**src/rtl/uart_rx_packet_decoder_pkg.sv**
```systemverilog
// Shared types and defaults for the UART packet decoder: FSM encoding, sync marker, bit timing.
package uart_rx_packet_decoder_pkg;

    typedef enum logic [1:0] {
        ST_IDLE    = 2'd0,
        ST_LEN     = 2'd1,
        ST_PAYLOAD = 2'd2,
        ST_CHK     = 2'd3
    } state_t;

    localparam logic [7:0] c_SYNC_BYTE_DEFAULT = 8'hA5;
    localparam int c_CYCLES_PER_BIT = 217;
    // Roughly four 10-bit byte times of silence before a packet is abandoned.
    localparam int c_TIMEOUT_DEFAULT = 4 * 10 * c_CYCLES_PER_BIT;

    function automatic logic len_in_range(input logic [7:0] len_byte, input int max_payload);
        return (len_byte != 8'd0) && (len_byte <= 8'(max_payload));
    endfunction

endpackage

```
**src/rtl/uart_byte_timeout.sv**
```systemverilog
// Inter-byte idle timer: counts while enabled, clears on each byte strobe, saturates at expiry.
module uart_byte_timeout #(
    parameter int c_TIMEOUT_CYCLES = 8680
) (
    input  logic i_CLK,
    input  logic i_RST_N,
    input  logic i_CLEAR,
    input  logic i_ENABLE,
    output logic o_EXPIRED
);

    localparam int W = (c_TIMEOUT_CYCLES > 1) ? $clog2(c_TIMEOUT_CYCLES) : 1;
    localparam logic [W-1:0] LAST = W'(c_TIMEOUT_CYCLES - 1);

    logic [W-1:0] count;

    always_ff @(posedge i_CLK or negedge i_RST_N) begin
        if (!i_RST_N) begin
            count <= '0;
        end else if (i_CLEAR || !i_ENABLE) begin
            count <= '0;
        end else if (count != LAST) begin
            count <= count + 1'b1;
        end
    end

    assign o_EXPIRED = i_ENABLE && (count == LAST);

endmodule

```
**src/rtl/uart_rx_packet_decoder.sv**
```systemverilog
// Frames the UART_RX byte stream into SYNC/LEN/payload/CHK packets and publishes validated payloads.
module uart_rx_packet_decoder
    import uart_rx_packet_decoder_pkg::*;
#(
    parameter logic [7:0] c_SYNC_BYTE      = c_SYNC_BYTE_DEFAULT,
    parameter int         c_MAX_PAYLOAD    = 4,
    parameter int         c_TIMEOUT_CYCLES = c_TIMEOUT_DEFAULT
) (
    input  logic                       i_CLK,
    input  logic                       i_RST_N,
    input  logic [7:0]                 i_DATA_RX,
    input  logic                       i_RX_DATA_VALID,
    output logic [8*c_MAX_PAYLOAD-1:0] o_PKT_DATA,
    output logic [3:0]                 o_PKT_LEN,
    output logic                       o_PKT_VALID,
    output logic                       o_CHK_ERR,
    output logic                       o_LEN_ERR,
    output logic                       o_TIMEOUT_ERR
);

    state_t     state, next_state;
    logic [3:0] len;
    logic [7:0] chk;
    logic [2:0] idx;
    logic [7:0] shadow [c_MAX_PAYLOAD];
    logic       expired, last_byte;
    logic       take_len, take_byte, pkt_good, chk_bad, len_bad, time_out;

    uart_byte_timeout #(
        .c_TIMEOUT_CYCLES(c_TIMEOUT_CYCLES)
    ) u_timeout (
        .i_CLK    (i_CLK),
        .i_RST_N  (i_RST_N),
        .i_CLEAR  (i_RX_DATA_VALID),
        .i_ENABLE (state != ST_IDLE),
        .o_EXPIRED(expired)
    );

    assign last_byte = ({1'b0, idx} == (len - 4'd1));

    always_ff @(posedge i_CLK or negedge i_RST_N) begin
        if (!i_RST_N) state <= ST_IDLE;
        else          state <= next_state;
    end

    // A strobe always takes priority over a timeout expiring in the same cycle.
    always_comb begin
        next_state = state;
        if (i_RX_DATA_VALID) begin
            case (state)
                ST_IDLE:    if (i_DATA_RX == c_SYNC_BYTE) next_state = ST_LEN;
                ST_LEN:     next_state = len_in_range(i_DATA_RX, c_MAX_PAYLOAD) ? ST_PAYLOAD : ST_IDLE;
                ST_PAYLOAD: if (last_byte) next_state = ST_CHK;
                ST_CHK:     next_state = ST_IDLE;
                default:    next_state = ST_IDLE;
            endcase
        end else if (expired) begin
            next_state = ST_IDLE;
        end
    end

    always_comb begin
        take_len  = 1'b0;
        take_byte = 1'b0;
        pkt_good  = 1'b0;
        chk_bad   = 1'b0;
        len_bad   = 1'b0;
        time_out  = 1'b0;
        if (i_RX_DATA_VALID) begin
            case (state)
                ST_LEN: begin
                    if (len_in_range(i_DATA_RX, c_MAX_PAYLOAD)) take_len = 1'b1;
                    else                                       len_bad  = 1'b1;
                end
                ST_PAYLOAD: take_byte = 1'b1;
                ST_CHK: begin
                    if (i_DATA_RX == chk) pkt_good = 1'b1;
                    else                  chk_bad  = 1'b1;
                end
                default: ;
            endcase
        end else if (expired) begin
            time_out = 1'b1;
        end
    end

    // Payload accumulates in a shadow copy so a bad packet never disturbs the published one.
    always_ff @(posedge i_CLK or negedge i_RST_N) begin
        if (!i_RST_N) begin
            len           <= '0;
            chk           <= '0;
            idx           <= '0;
            for (int k = 0; k < c_MAX_PAYLOAD; k++) shadow[k] <= '0;
            o_PKT_DATA    <= '0;
            o_PKT_LEN     <= '0;
            o_PKT_VALID   <= 1'b0;
            o_CHK_ERR     <= 1'b0;
            o_LEN_ERR     <= 1'b0;
            o_TIMEOUT_ERR <= 1'b0;
        end else begin
            o_PKT_VALID   <= pkt_good;
            o_CHK_ERR     <= chk_bad;
            o_LEN_ERR     <= len_bad;
            o_TIMEOUT_ERR <= time_out;
            if (take_len) begin
                len <= i_DATA_RX[3:0];
                chk <= i_DATA_RX;
                idx <= '0;
            end
            if (take_byte) begin
                for (int k = 0; k < c_MAX_PAYLOAD; k++) begin
                    if (idx == 3'(k)) shadow[k] <= i_DATA_RX;
                end
                chk <= chk ^ i_DATA_RX;
                idx <= idx + 3'd1;
            end
            if (pkt_good) begin
                for (int k = 0; k < c_MAX_PAYLOAD; k++) begin
                    o_PKT_DATA[8*k +: 8] <= (4'(k) < len) ? shadow[k] : 8'h00;
                end
                o_PKT_LEN <= len;
            end
        end
    end

endmodule

```
**config.mk**
```make
export PLATFORM = sky130hd
export DESIGN_NAME = uart_rx_packet_decoder
export DESIGN_NICKNAME = d
export VERILOG_FILES = /design/src/rtl/uart_rx_packet_decoder_pkg.sv /design/src/rtl/uart_byte_timeout.sv /design/src/rtl/uart_rx_packet_decoder.sv
export SDC_FILE = /design/constraint.sdc
export NUM_CORES = 1
export LEC_CHECK = 0
export CORE_MARGIN = 1
export CORE_UTILIZATION = 25
export DETAILED_ROUTE_END_ITERATION = 10
export DONT_BUFFER_PORTS = 1
export GPL_TIMING_DRIVEN = 0
export SLEW_MARGIN = 25
export SYNTH_ARGS = -nofsm -noshare
export SYNTH_HDL_FRONTEND = slang
export SYNTH_SLANG_ARGS = --single-unit
```
**constraint.sdc**
```tcl
create_clock -name i_CLK -period 4.55 [get_ports i_CLK]
set_clock_uncertainty 0.15 [all_clocks]
set_input_delay 0.455 -clock i_CLK [delete_from_list [all_inputs] [get_ports i_CLK]]
set_output_delay 0.455 -clock i_CLK [all_outputs]
set_load 0.005 [all_outputs]
```
=== Yosys cells after proc, flatten, opt, wreduce, memory -nomap -nowiden ===
Index checks and enable logic that the tools add are counted.
Widths: inputs -> output; s select.

* Register bits after elaboration: 103
* Input bits: 11
* Output and inout port bits: 40
* Logic and storage cells: 85

* $add $sub $neg: 3
* $lt $le $gt $ge: 5
* Equality and inequality tests: 13
* Muxes and demuxes: 32
* Bitwise operators: 1
* Reduce and logical (&&, ||, !) cells: 16

{| class="wikitable"
|+ Operators with widths
! kind !! number
|-
| $mux 8 || 6
|-
| $mux 14 || 2
|-
| $mux 1 || 16
|-
| $add 14x1->14 const B || 1
|-
| $eq 14x14->1 const B || 1
|-
| $ne 14x14->1 const B || 1
|-
| $mux 2 || 5
|-
| $eq 8x8->1 || 1
|-
| $eq 8x8->1 const B || 1
|-
| $le 8x3->1 const B || 1
|-
| $lt 1x4->1 const A || 2
|-
| $lt 2x4->1 const A || 2
|-
| $pmux 2 s4 || 1
|-
| $reduce_and 2->1 || 4
|-
| $reduce_bool 2->1 || 4
|-
| $reduce_bool 8->1 || 1
|-
| $xor 8x8->8 || 1
|-
| $eq 3x2->1 const B || 2
|-
| $mux 3 || 2
|-
| $ne 3x3->1 const B || 2
|-
| $eq 2x2->1 const B || 2
|-
| $eq 3x4->1 || 1
|-
| $sub 4x1->4 const B || 1
|-
| $add 3x1->3 const B || 1
|-
| other kinds (8) || 9
|}

=== Longest topological paths before layout ===
Gate-level depths: netlist (run 1).

* Depth in word-level cells: 7
* Gate-level depth with buffers: 7
* Gate-level depth less buffers: 6

=== Cells and area by module ===
Synthesis (run 1) repeated with hierarchy kept, for this count alone.

* Cell total of the unflattened synthesis: 434
* Area, all modules: 4692.0 µm²

{| class="wikitable"
|+ By module, submodules not included
! module !! instances !! cells an instance !! area an instance (µm²) !! sequential area each (µm²)
|-
| uart_rx_packet_decoder || 1 || 351 || 3906.2 || 2227.1
|-
| uart_byte_timeout || 1 || 83 || 785.8 || 350.3
|}

=== Worst setup path before layout (run 1) ===
Ideal clock, no wire load.

* Kind: input to register
* From: input i_DATA_RX[3]
* To: register o_PKT_DATA[23]
* Setup time: 0.125 ns
* Data arrival time: 1.644 ns
* Data required time: 4.275 ns
* Setup slack: 2.631 ns
* Stages on the path: 7
* Buffers on the path: 3
* Cells stage by stage: buf_4 -> xnor2_2 -> nand4_1 -> nor3_2 -> buf_6 -> buf_12 -> mux2_4

* Cells in the longest elaborated chain, start to end: 4

{| class="wikitable"
|+ Ends and longest elaborated chain
! element !! RTL line !! text
|-
| start, declared || uart_rx_packet_decoder.sv:11 || <nowiki>input logic [7:0] i_DATA_RX,</nowiki>
|-
| $eq 8x8->1 || uart_rx_packet_decoder.sv:77 || <nowiki>if (i_DATA_RX == chk) pkt_good = 1'b1;</nowiki>
|-
| $mux 1 || uart_rx_packet_decoder.sv:77 ||
|-
| $mux 1 || uart_rx_packet_decoder.sv:70 || <nowiki>case (state)</nowiki>
|-
| $mux 1 || uart_rx_packet_decoder.sv:69 || <nowiki>if (i_RX_DATA_VALID) begin</nowiki>
|-
| end signal, assigned by index || uart_rx_packet_decoder.sv:119 || <nowiki>o_PKT_DATA[8*k +: 8] <= (4'(k) < len) ? shadow[k] : 8'h00;</nowiki>
|-
| end, declared || uart_rx_packet_decoder.sv:13 || <nowiki>output logic [8*c_MAX_PAYLOAD-1:0] o_PKT_DATA,</nowiki>
|}

Every way passes these cells.
A chain may end at the register's enable or synchronous reset.

=== Final worst setup path (run 1) ===
* From: register len[0]
* To: register o_PKT_DATA[18]

* Cells in the longest elaborated chain, start to end: 2

{| class="wikitable"
|+ Ends and longest elaborated chain
! element !! RTL line !! text
|-
| start, declared || uart_rx_packet_decoder.sv:22 || <nowiki>logic [3:0] len;</nowiki>
|-
| start signal, assigned || uart_rx_packet_decoder.sv:106 || <nowiki>len <= i_DATA_RX[3:0];</nowiki>
|-
| $lt 2x4->1 || uart_rx_packet_decoder.sv:119 ||
|-
| $mux 8 || uart_rx_packet_decoder.sv:119 ||
|}

Every way passes these cells.

==> qor.txt, run 1 <==
GR Overflow Total = 0
Routed WL = 10,200 um
Hold Crit Class = in -> reg
Hold Violations, Final = 0
Max Fclk = 468 MHz
Fraction of layout cells with a size suffix above 1 = 23.3%
Most frequent cells in the layout = dfrtp_1, mux2_2, nand2_1, inv_1, nor2_1
Max-slew violation count = 0
Drt pass-1 iters = 4
CP max stage delay = 720 ps
Tcrit/Tclk final = 46.9%
# Post-CTS Setup Buffers = 0
Detailed Place HPWL = 6980 um
Synth top area share = 53.2%
Min Tclk post-route = 2140 ps
Startpoint Class = flop
Total core area = 18,800 um^2
Top delay family on crit path = simple AND/OR/NAND/NOR gates
CTS tree = built
LEAKAGE = 2.46 nW
First DRT Iteration DRCs = 122
CP Capture Type = flop
Cell taking the most area after synthesis = dfrtp_1
Dpl ws = 2440 ps
CP max stage cell = nor3_1
Met3 routed WL = 434 um
Max layer used = met4
Number of synthesized flops with an enable pin = 0
Total of max-cap violations = 0
Worst Tran Pin Value = 948 ps
Worst path depth = 4
PD cells = 314 nW/um^2
Residual DRC = 0
Synth Register Bits = 103
Critical path fanouts, max = 8
Cells after synthesis = 398
First-pass GRT wire length = 16,400 um
RSZ-0062 raised after global routing = false
Worst Path Buf+Inv = 0
CP arrival = 2230 ps
Synth area leaders = dfrtp_1, mux2_2, mux2_4
Ys flop type = dfrtp_1
Clock tree buffer depth = 2
Root Buffer = clkbuf_16
Die Wd = 141 um
Largest net degree at the start of global routing = 104
Synthesized area = 4840 um^2
Post-synth ARST share = 100%
Vias in the first global route = 3,010
Most common cell after layout, fill and taps aside = dfrtp_1
Die height = 141 um
Die area = 19,900 um^2
Number of distinct library cells after synthesis = 51
Synthesized area per cell = 12.2 um^2
CTS hold repair buffers = 2
Hold Path Depth = 1
GPL Wtd Cong = 0.785
WS Path Type = reg -> reg
Setup TNS = 0 ps
CTS clk-pin slew, worst paths = 70 ps
Area Growth Syn to Fin = 13.4%
Final WS setup = 2410 ps
Seq/Total Area, Yosys = 53.2%
CTS Sinks = 103
Final setup viols = 0
Max VDD drop = 0.162 mV
CP required = 4650 ps
Crit-path cells = ha_1 > nor3_1 > nor2b_1 > mux2_2
Clock Latency Late Sink = 360 ps
FF-to-FF path depth = 4
Metal-1 WL = 4360 um
Mapped Nets = 419
Status = finished clean
IO Port Bufs = 0
GRT Util Overall = 11.0%
Htree depth = 3
Initial core utilization = 25.7%
Routed wl met2 = 5190 um
Final ANT Viol Nets = 0
Drt via density = 4.27
Routed wire per std cell = 15.0 um
Tot Pwr = 0.00172 W
Slew headroom = 36.3%
DR vias = 2,890
YS warnings = 0
Std cell rows = 50
Ports = 51
# nets final = 432
CTS resizes = 0
Initial antenna violation count = 1
Num CTS Buffers = 9
-- flip-flops by register name, summed over array words and instances, names as in the netlist --
register,flops
o_PKT_DATA,32
shadow,32
u_timeout.count,14
chk,8
len,4
o_PKT_LEN,4
idx,3
state,2
o_CHK_ERR,1
o_LEN_ERR,1
o_PKT_VALID,1
o_TIMEOUT_ERR,1
-- cell families after synthesis --
kind of cell,after synthesis,share of synthesized area (%)
compound gates,34,4.96
xor+xnor,23,4.47
fa+ha+maj,10,2.58
buf+inv,41,4.98
flops,103,53.2
mux,72,17.3
simple gates,115,12.5
-- through the flow --
step	cells	utilization [%]	hold WS [ps]	area [um^2]
final	677	29.2	98.1	5490
after global routing	676	29.2	88.7	5490
after CTS	676	29.2	88.0	5490
after detailed placement	658	27.5	12.0	5170
after global placement	658	27.5	11.5	5170
after floorplan	398	-	9.41	4840
-- path summary, 6_finish.rpt --
kind	startpoint	slack [ps]	to
min	i_DATA_RX[4]	100	shadow[12]$_DFFE_PN0P_
min in group asynchronous	i_RST_N	530	shadow[17]$_DFFE_PN0P_
min reg2reg	shadow[5]$_DFFE_PN0P_	350	shadow[5]$_DFFE_PN0P_
max in group asynchronous	i_RST_N	3290	o_TIMEOUT_ERR$_DFF_PN0_
max	len[0]$_DFFE_PN0P_	2410	o_PKT_DATA[18]$_DFFE_PN0P_
max reg2reg	len[0]$_DFFE_PN0P_	2410	o_PKT_DATA[18]$_DFFE_PN0P_
-- per-layer routing --
metal / global-route usage, % / vias up
li1: - / 1394
met1: 12.8 / 1442
met2: 18.8 / 43
met3: 3.23 / 11
met4: 4.63 / 0
met5: 0 / -
-- area by class of cell --
class | instances | area (um^2)
sequential | 103 | 2580
inverter | 24 | 90.1
fill | 1914 | 13300
timing repair buffer | 2 | 37.5
multi-input combinational | 254 | 2030
buffer | 17 | 151
antenna | 1 | 2.50
tap | 260 | 325
clock inverter | 4 | 36.3
clock buffer | 12 | 246
-- synth_stat cells (3+ instances only) --
| master | n |
|---|---|
| o211ai_1 | 3 |
| nand4_1 | 6 |
| o21ai_0 | 7 |
| mux2i_1 | 17 |
| buf_6 | 6 |
| nor2_1 | 19 |
| nand3_1 | 13 |
| nor3_1 | 6 |
| xnor2_1 | 16 |
| mux2_2 | 41 |
| dfrtp_1 | 103 |
| mux2_4 | 13 |
| nand2_2 | 3 |
| buf_2 | 4 |
| a21oi_1 | 12 |
| nand2_1 | 30 |
| inv_1 | 23 |
| xor2_1 | 5 |
| nor2b_1 | 16 |
| ha_1 | 10 |
| nor4_1 | 4 |
-- where the power goes --
part           internal, W   total, W  leakage (nW)  switching (W)
registers         0.000917   0.000919          1.35     0.00000198
clock network     0.000395   0.000750         0.136       0.000355
logic            0.0000172  0.0000551         0.978      0.0000379
No activity file was read; power rests on OpenSTA's default activity.
==> run 2: changes to the inputs <==
==> constraint.sdc (replaced) <==
create_clock -name i_CLK -period 2.2 [get_ports i_CLK]
set_clock_uncertainty 0.15 [all_clocks]
set_input_delay 0.22 -clock i_CLK [delete_from_list [all_inputs] [get_ports i_CLK]]
set_output_delay 0.22 -clock i_CLK [all_outputs]
set_load 0.005 [all_outputs]
==> run 2 against run 1 <==
The flow now finishes with violations (negative hold slack). Combinational power is 37% higher. Final area is 0.36% lower. Clock-buffer cell count stayed put. Die area stayed put. Critical endpoint is now chk[0]$_DFFE_PN0P_. Highest routed layer unchanged.
==> qor.txt, run 2 (same netlist as run 1, synthesis figures left out) <==
FF-to-FF path depth = 5 (was 4)
CP max stage delay = 700 ps (was 720 ps)
Clock power frac = 44.0% (was 43.5%)
CTS clk-pin slew, worst paths = 70 ps (about the same)
CP arrival = 2010 ps (was 2230 ps)
Status = complete, but fails checks (was finished clean)
Die Wd = 141 um (unchanged)
Max VDD drop = 0.335 mV (was 0.162 mV)
Slew headroom = 58.9% (was 36.3%)
Worst path most repeated cell = a21oi_1
Dpl ws = 87.3 ps (was 2440 ps)
Worst Path Buf+Inv = 2 (was 0)
Sw Share = 22.2% (was 22.9%)
Top Registers = o_PKT_DATA: 32 flops, shadow: 32 flops, u_timeout.count: 14 flops (unchanged)
Initial antenna violation count = 1 (unchanged)
Routed WL = 10,200 um (about the same)
Detailed Place HPWL = 6980 um (unchanged)
Final ANT Viol Nets = 0 (unchanged)
CTS Sinks = 103 (unchanged)
IO Port Bufs = 0 (unchanged)
Final setup viols = 0 (unchanged)
Max-slew violation count = 0 (unchanged)
Tot Pwr = 0.00353 W (was 0.00172 W)
Clock Latency Late Sink = 360 ps (about the same)
Failing checks = negative hold slack
Tcrit/Tclk final = 87.3%
GPL Wtd Cong = 0.785 (unchanged)
CTS hold repair buffers = 1 (was 2)
Initial core utilization = 25.7% (unchanged)
First DRT Iteration DRCs = 132 (was 122)
GRT Util Overall = 11.0% (unchanged)
Most common cell after layout, fill and taps aside = dfrtp_1 (unchanged)
Power share of the sequential group = 53.9% (was 53.3%)
RSZ-0062 raised after global routing = false (unchanged)
Drt pass-1 iters = 4 (unchanged)
Psw = 0.000783 W (was 0.000395 W)
Most frequent cells in the layout = dfrtp_1, mux2_2, nand2_1, inv_1, nor2_1 (unchanged)
Max Fclk = 521 MHz
Total of max-cap violations = 0 (unchanged)
Critical path fanouts, max = 10 (was 8)
Hold Violations, Final = 103 (was 0)
Worst Hold Slack = -597 ps (was 98.1 ps)
Internal power = 0.00274 W (was 0.00133 W)
Worst Tran Pin Value = 612 ps (was 948 ps)
WS Path Type = in -> reg (was reg -> reg)
Final WS setup = 279 ps (was 2410 ps)
Setup TNS = 0 ps (unchanged)
Ports = 51 (unchanged)
CP max stage cell = dlygate4sd3_1 (was nor3_1)
Startpoint Class = primary input (was flop)
# Post-CTS Setup Buffers = 0 (unchanged)
GR Overflow Total = 0 (unchanged)
Drt via density = 4.27 (about the same)
Fraction of layout cells with a size suffix above 1 = 23.6% (was 23.3%)
Logic pwr share = 2.1% (was 3.2%)
# nets final = 431 (was 432)
Area Growth Syn to Fin = 13.0% (was 13.4%)
First-pass GRT wire length = 16,300 um (was 16,400 um)
Crit-path cells = dlygate4sd3_1 > nor3_2 > o2111ai_4 > buf_6 > a21oi_1 > a21oi_1 (was ha_1 > nor3_1 > nor2b_1 > mux2_2)
Hold Crit Class = in -> async (was in -> reg)
Top delay family on crit path = buffers and inverters (was simple AND/OR/NAND/NOR gates)
Htree depth = 3 (unchanged)
CTS tree = built (unchanged)
LEAKAGE = 2.45 nW (was 2.46 nW)
Die height = 141 um (unchanged)
CP Capture Type = flop (unchanged)
Num CTS Buffers = 9 (unchanged)
Post-layout util = 29.1% (was 29.2%)
CP required = 2290 ps (was 4650 ps)
Total core area = 18,800 um^2 (unchanged)
Root Buffer = clkbuf_16 (unchanged)
Vias in the first global route = 2,996 (was 3,010)
DR vias = 2,885 (was 2,890)
Std cell rows = 50 (unchanged)
Routed wire per std cell = 15.1 um (was 15.0 um)
Min Tclk post-route = 1920 ps
Largest net degree at the start of global routing = 104 (unchanged)
PD cells = 644 nW/um^2 (was 314 nW/um^2)
Clock tree buffer depth = 2 (unchanged)
Residual DRC = 0 (unchanged)
Die area = 19,900 um^2 (unchanged)
Worst path depth = 6 (was 4)
==> run 2: changes by cell type in the layout (fill, tap and decap cells not counted) <==
| cell | delta |
|---|---|
| buf_16 | -1 |
| nor2_1 | -1 |
| nor2_2 | +1 |
| nor3_1 | -1 |
| nor3_2 | +1 |
==> run 2: worst paths after layout <==
check | startpoint | to | slack (ps)
worst max-delay path | i_DATA_RX[4] | chk[0]$_DFFE_PN0P_ | 280
worst min register to register | shadow[5]$_DFFE_PN0P_ | shadow[5]$_DFFE_PN0P_ | 350
worst max register to register | len[0]$_DFFE_PN0P_ | o_PKT_DATA[12]$_DFFE_PN0P_ | 290
max in group asynchronous | i_RST_N | u_timeout.count[3]$_DFFE_PN0P_ | 2380
min in group i_CLK | i_DATA_RX[5] | shadow[13]$_DFFE_PN0P_ | 20
worst min-delay path | i_RST_N | shadow[25]$_DFFE_PN0P_ | -600
==> run 2: per-layer routing <==
metal | global-route usage, % | wire (um) | up-vias
met5 | 0 | 0 | -
met1 | 13.0 | 4480 | 1440
met3 | 3.23 | 417 | 11
met4 | 4.63 | 177 | 0
met2 | 18.7 | 5130 | 47
li1 | - | - | 1387
==> run 2: per-stage QoR <==
stage	instance area (um^2)	cells	hold WS [ps]
final	5470	676	-597
after global routing	5470	675	-610
after CTS	5460	675	-607
after detailed placement	5170	658	-223
after global placement	5170	658	-223
after floorplan	4840	398	-226
==> run 2: power by group through the flow <==
stage	registers (W)	logic (W)	clock network, W
4_1_cts	0.00190	0.0000775	0.00160
3_3_place_gp	0.00194	0.0000715	0
3_5_place_dp	0.00194	0.0000729	0
2_1_floorplan	0.00194	0.0000535	0
6_report	0.00190	0.0000755	0.00155
5_1_grt	0.00190	0.0000832	0.00167
==> run 2: repair_timing <==
| action | in CTS | in global routing |
|---|---|---|
| endpoints found under the hold margin | 110 | 103 |
| resized for setup | 0 | 2 |
| setup endpoints to repair | 0 | 8 |
==> run 2: area by class of cell <==
type | instances | area [um^2]
Fill cell | 1919 | 13400
Sequential cell | 103 | 2580
Multi-Input combinational cell | 254 | 2030
Tap cell | 260 | 325
Clock buffer | 12 | 246
Buffer | 17 | 151
Inverter | 24 | 90.1
Clock inverter | 4 | 36.3
Timing Repair Buffer | 1 | 10.0
Antenna cell | 1 | 2.50
==> run 3: changes to the inputs <==
--- a/config.mk
+++ b/config.mk
@@ -9,7 +9,6 @@
 export CORE_UTILIZATION = 25
 export DETAILED_ROUTE_END_ITERATION = 10
 export DONT_BUFFER_PORTS = 1
-export GPL_TIMING_DRIVEN = 0
 export SLEW_MARGIN = 25
 export SYNTH_ARGS = -nofsm -noshare
 export SYNTH_HDL_FRONTEND = slang
==> run 3 against run 2 <==
Clock-buffer cell count is 1 lower. Sequential share of layout area shrank 0.13 points. Die area did not move. Non-clock buffer count is 2 lower. Setup slack worse by 70 ps. Largest cell class unchanged. The flow still finishes with violations (negative hold slack). Highest routed layer unchanged.
==> qor.txt, run 3 (same netlist as run 1, synthesis figures left out) <==
Placed Area = 5090 um^2 (was 5170 um^2)
CP arrival = 2080 ps (was 2010 ps)
Die Wd = 141 um (unchanged)
Most common cell after layout, fill and taps aside = dfrtp_1 (unchanged)
First DRT Iteration DRCs = 99 (was 132)
CTS tree = built (unchanged)
Routed wire per std cell = 15.3 um (was 15.1 um)
Max-slew violation count = 0 (unchanged)
Final ANT Viol Nets = 0 (unchanged)
WS Path Type = in -> reg (unchanged)
Antenna Cells = 0 (was 1)
Die area = 19,900 um^2 (unchanged)
GRT Util Overall = 11.3% (was 11.0%)
Vias in the first global route = 3,073 (was 2,996)
GPL Wtd Cong = 0.773 (was 0.785)
Total of max-cap violations = 0 (unchanged)
Std cell rows = 50 (unchanged)
Total core area = 18,800 um^2 (unchanged)
# Post-CTS Setup Buffers = 0 (unchanged)
Fraction of layout cells with a size suffix above 1 = 21.8% (was 23.6%)
Reg2reg end = o_PKT_DATA[22]$_DFFE_PN0P_ (was o_PKT_DATA[12]$_DFFE_PN0P_)
Drt via density = 4.37 (was 4.27)
IO Port Bufs = 0 (unchanged)
Worst Hold Slack = -592 ps (was -597 ps)
Critical path fanouts, max = 16 (was 10)
Clock tree buffer depth = 2 (unchanged)
GR Overflow Total = 0 (unchanged)
Most frequent cells in the layout = dfrtp_1, mux2_2, nand2_1, inv_1, nor2_1 (unchanged)
Routed WL = 10,300 um (was 10,200 um)
Final setup viols = 0 (unchanged)
RSZ-0062 raised after global routing = false (unchanged)
# nets final = 429 (was 431)
R2R Setup Slk = 290 ps (about the same)
Ports = 51 (unchanged)
Startpoint Class = primary input (unchanged)
LEAKAGE = 2.46 nW (was 2.45 nW)
Setup TNS = 0 ps (unchanged)
CTS Sinks = 103 (unchanged)
Status = complete, but fails checks (unchanged)
Worst Tran Pin Value = 567 ps (was 612 ps)
Slew headroom = 62.2% (was 58.9%)
Hold Violations, Final = 103 (unchanged)
Max VDD drop = 0.321 mV (was 0.335 mV)
Clock Latency Late Sink = 350 ps (was 360 ps)
Top Registers = o_PKT_DATA: 32 flops, shadow: 32 flops, u_timeout.count: 14 flops (unchanged)
CTS resizes = 0 (unchanged)
Tcrit/Tclk final = 90.5% (was 87.3%)
Max Fclk = 502 MHz (was 521 MHz)
Htree depth = 3 (unchanged)
Root Buffer = clkbuf_16 (unchanged)
Finished layout cell area = 5490 um^2 (was 5470 um^2)
Area Growth Syn to Fin = 13.3% (was 13.0%)
Initial antenna violation count = 1 (unchanged)
CP required = 2290 ps (about the same)
CTS clk-pin slew, worst paths = 70 ps (about the same)
R2R Path Start = chk[3]$_DFFE_PN0P_ (was len[0]$_DFFE_PN0P_)
CP Capture Type = flop (unchanged)
Die height = 141 um (unchanged)
Largest net degree at the start of global routing = 104 (unchanged)
Min Tclk post-route = 1990 ps (was 1920 ps)
Hold Crit Class = in -> async (unchanged)
PD cells = 660 nW/um^2 (was 644 nW/um^2)
Detailed Place HPWL = 6740 um (was 6980 um)
Residual DRC = 0 (unchanged)
Num CTS Buffers = 9 (unchanged)
First-pass GRT wire length = 16,900 um (was 16,300 um)
CTS hold repair buffers = 9 (was 1)
Drt pass-1 iters = 4 (unchanged)
Failing checks = negative hold slack (unchanged)
FF-to-FF path depth = 5 (unchanged)
DR vias = 2,940 (was 2,885)
Initial core utilization = 25.7% (unchanged)
run 3: cell type report:
| type | count | area (um^2) |
|---|---|---|
| Sequential cell | 103 | 2580 |
| Timing Repair Buffer | 16 | 155 |
| Clock inverter | 5 | 65.1 |
| Tap cell | 260 | 325 |
| Inverter | 24 | 90.1 |
| Fill cell | 1915 | 13300 |
| Clock buffer | 11 | 243 |
| Multi-Input combinational cell | 254 | 2030 |
run 3: worst max path at each step:
stage	start	to	slack, ps
6_report	i_DATA_RX[6]	chk[6]$_DFFE_PN0P_	210
5_1_grt	i_DATA_RX[6]	chk[6]$_DFFE_PN0P_	140
4_1_cts	i_DATA_RX[6]	chk[6]$_DFFE_PN0P_	200
3_5_place_dp	chk[3]$_DFFE_PN0P_	o_PKT_DATA[22]$_DFFE_PN0P_	300
3_3_place_gp	chk[5]$_DFFE_PN0P_	o_PKT_DATA[22]$_DFFE_PN0P_	320
2_1_floorplan	chk[3]$_DFFE_PN0P_	o_PKT_DATA[23]$_DFFE_PN0P_	450
run 3: through the flow:
stage	utilization [%]	power [W]	setup WS, ps	std cells
4_1_cts	29.1	0.00368	199	673
2_1_floorplan	-	0.00199	447	398
3_5_place_dp	27.0	0.00197	295	648
5_1_grt	29.1	0.00376	141	673
6_report	29.1	0.00362	209	673
3_3_place_gp	27.0	0.00197	322	648
run 3: report_power, final:
group / switching (W) / internal (W)
sequential: 0.00000418 / 0.00190
clock: 0.000722 / 0.000926
combinational: 0.0000412 / 0.0000315
total: 0.000768 / 0.00285
run 3: routing by layer:
layer / GRT usage, % / routed length [um]
met2: 18.9 / 5030
met5: 0 / 0
met1: 13.2 / 4510
met4: 4.18 / 232
met3: 4.14 / 551
run 3: critical path, stage by stage:
cell and delay, ps:
dlygate4sd3_1 700, nor3_2 390, o2111ai_4 370, a21o_1 280, o211a_1 120
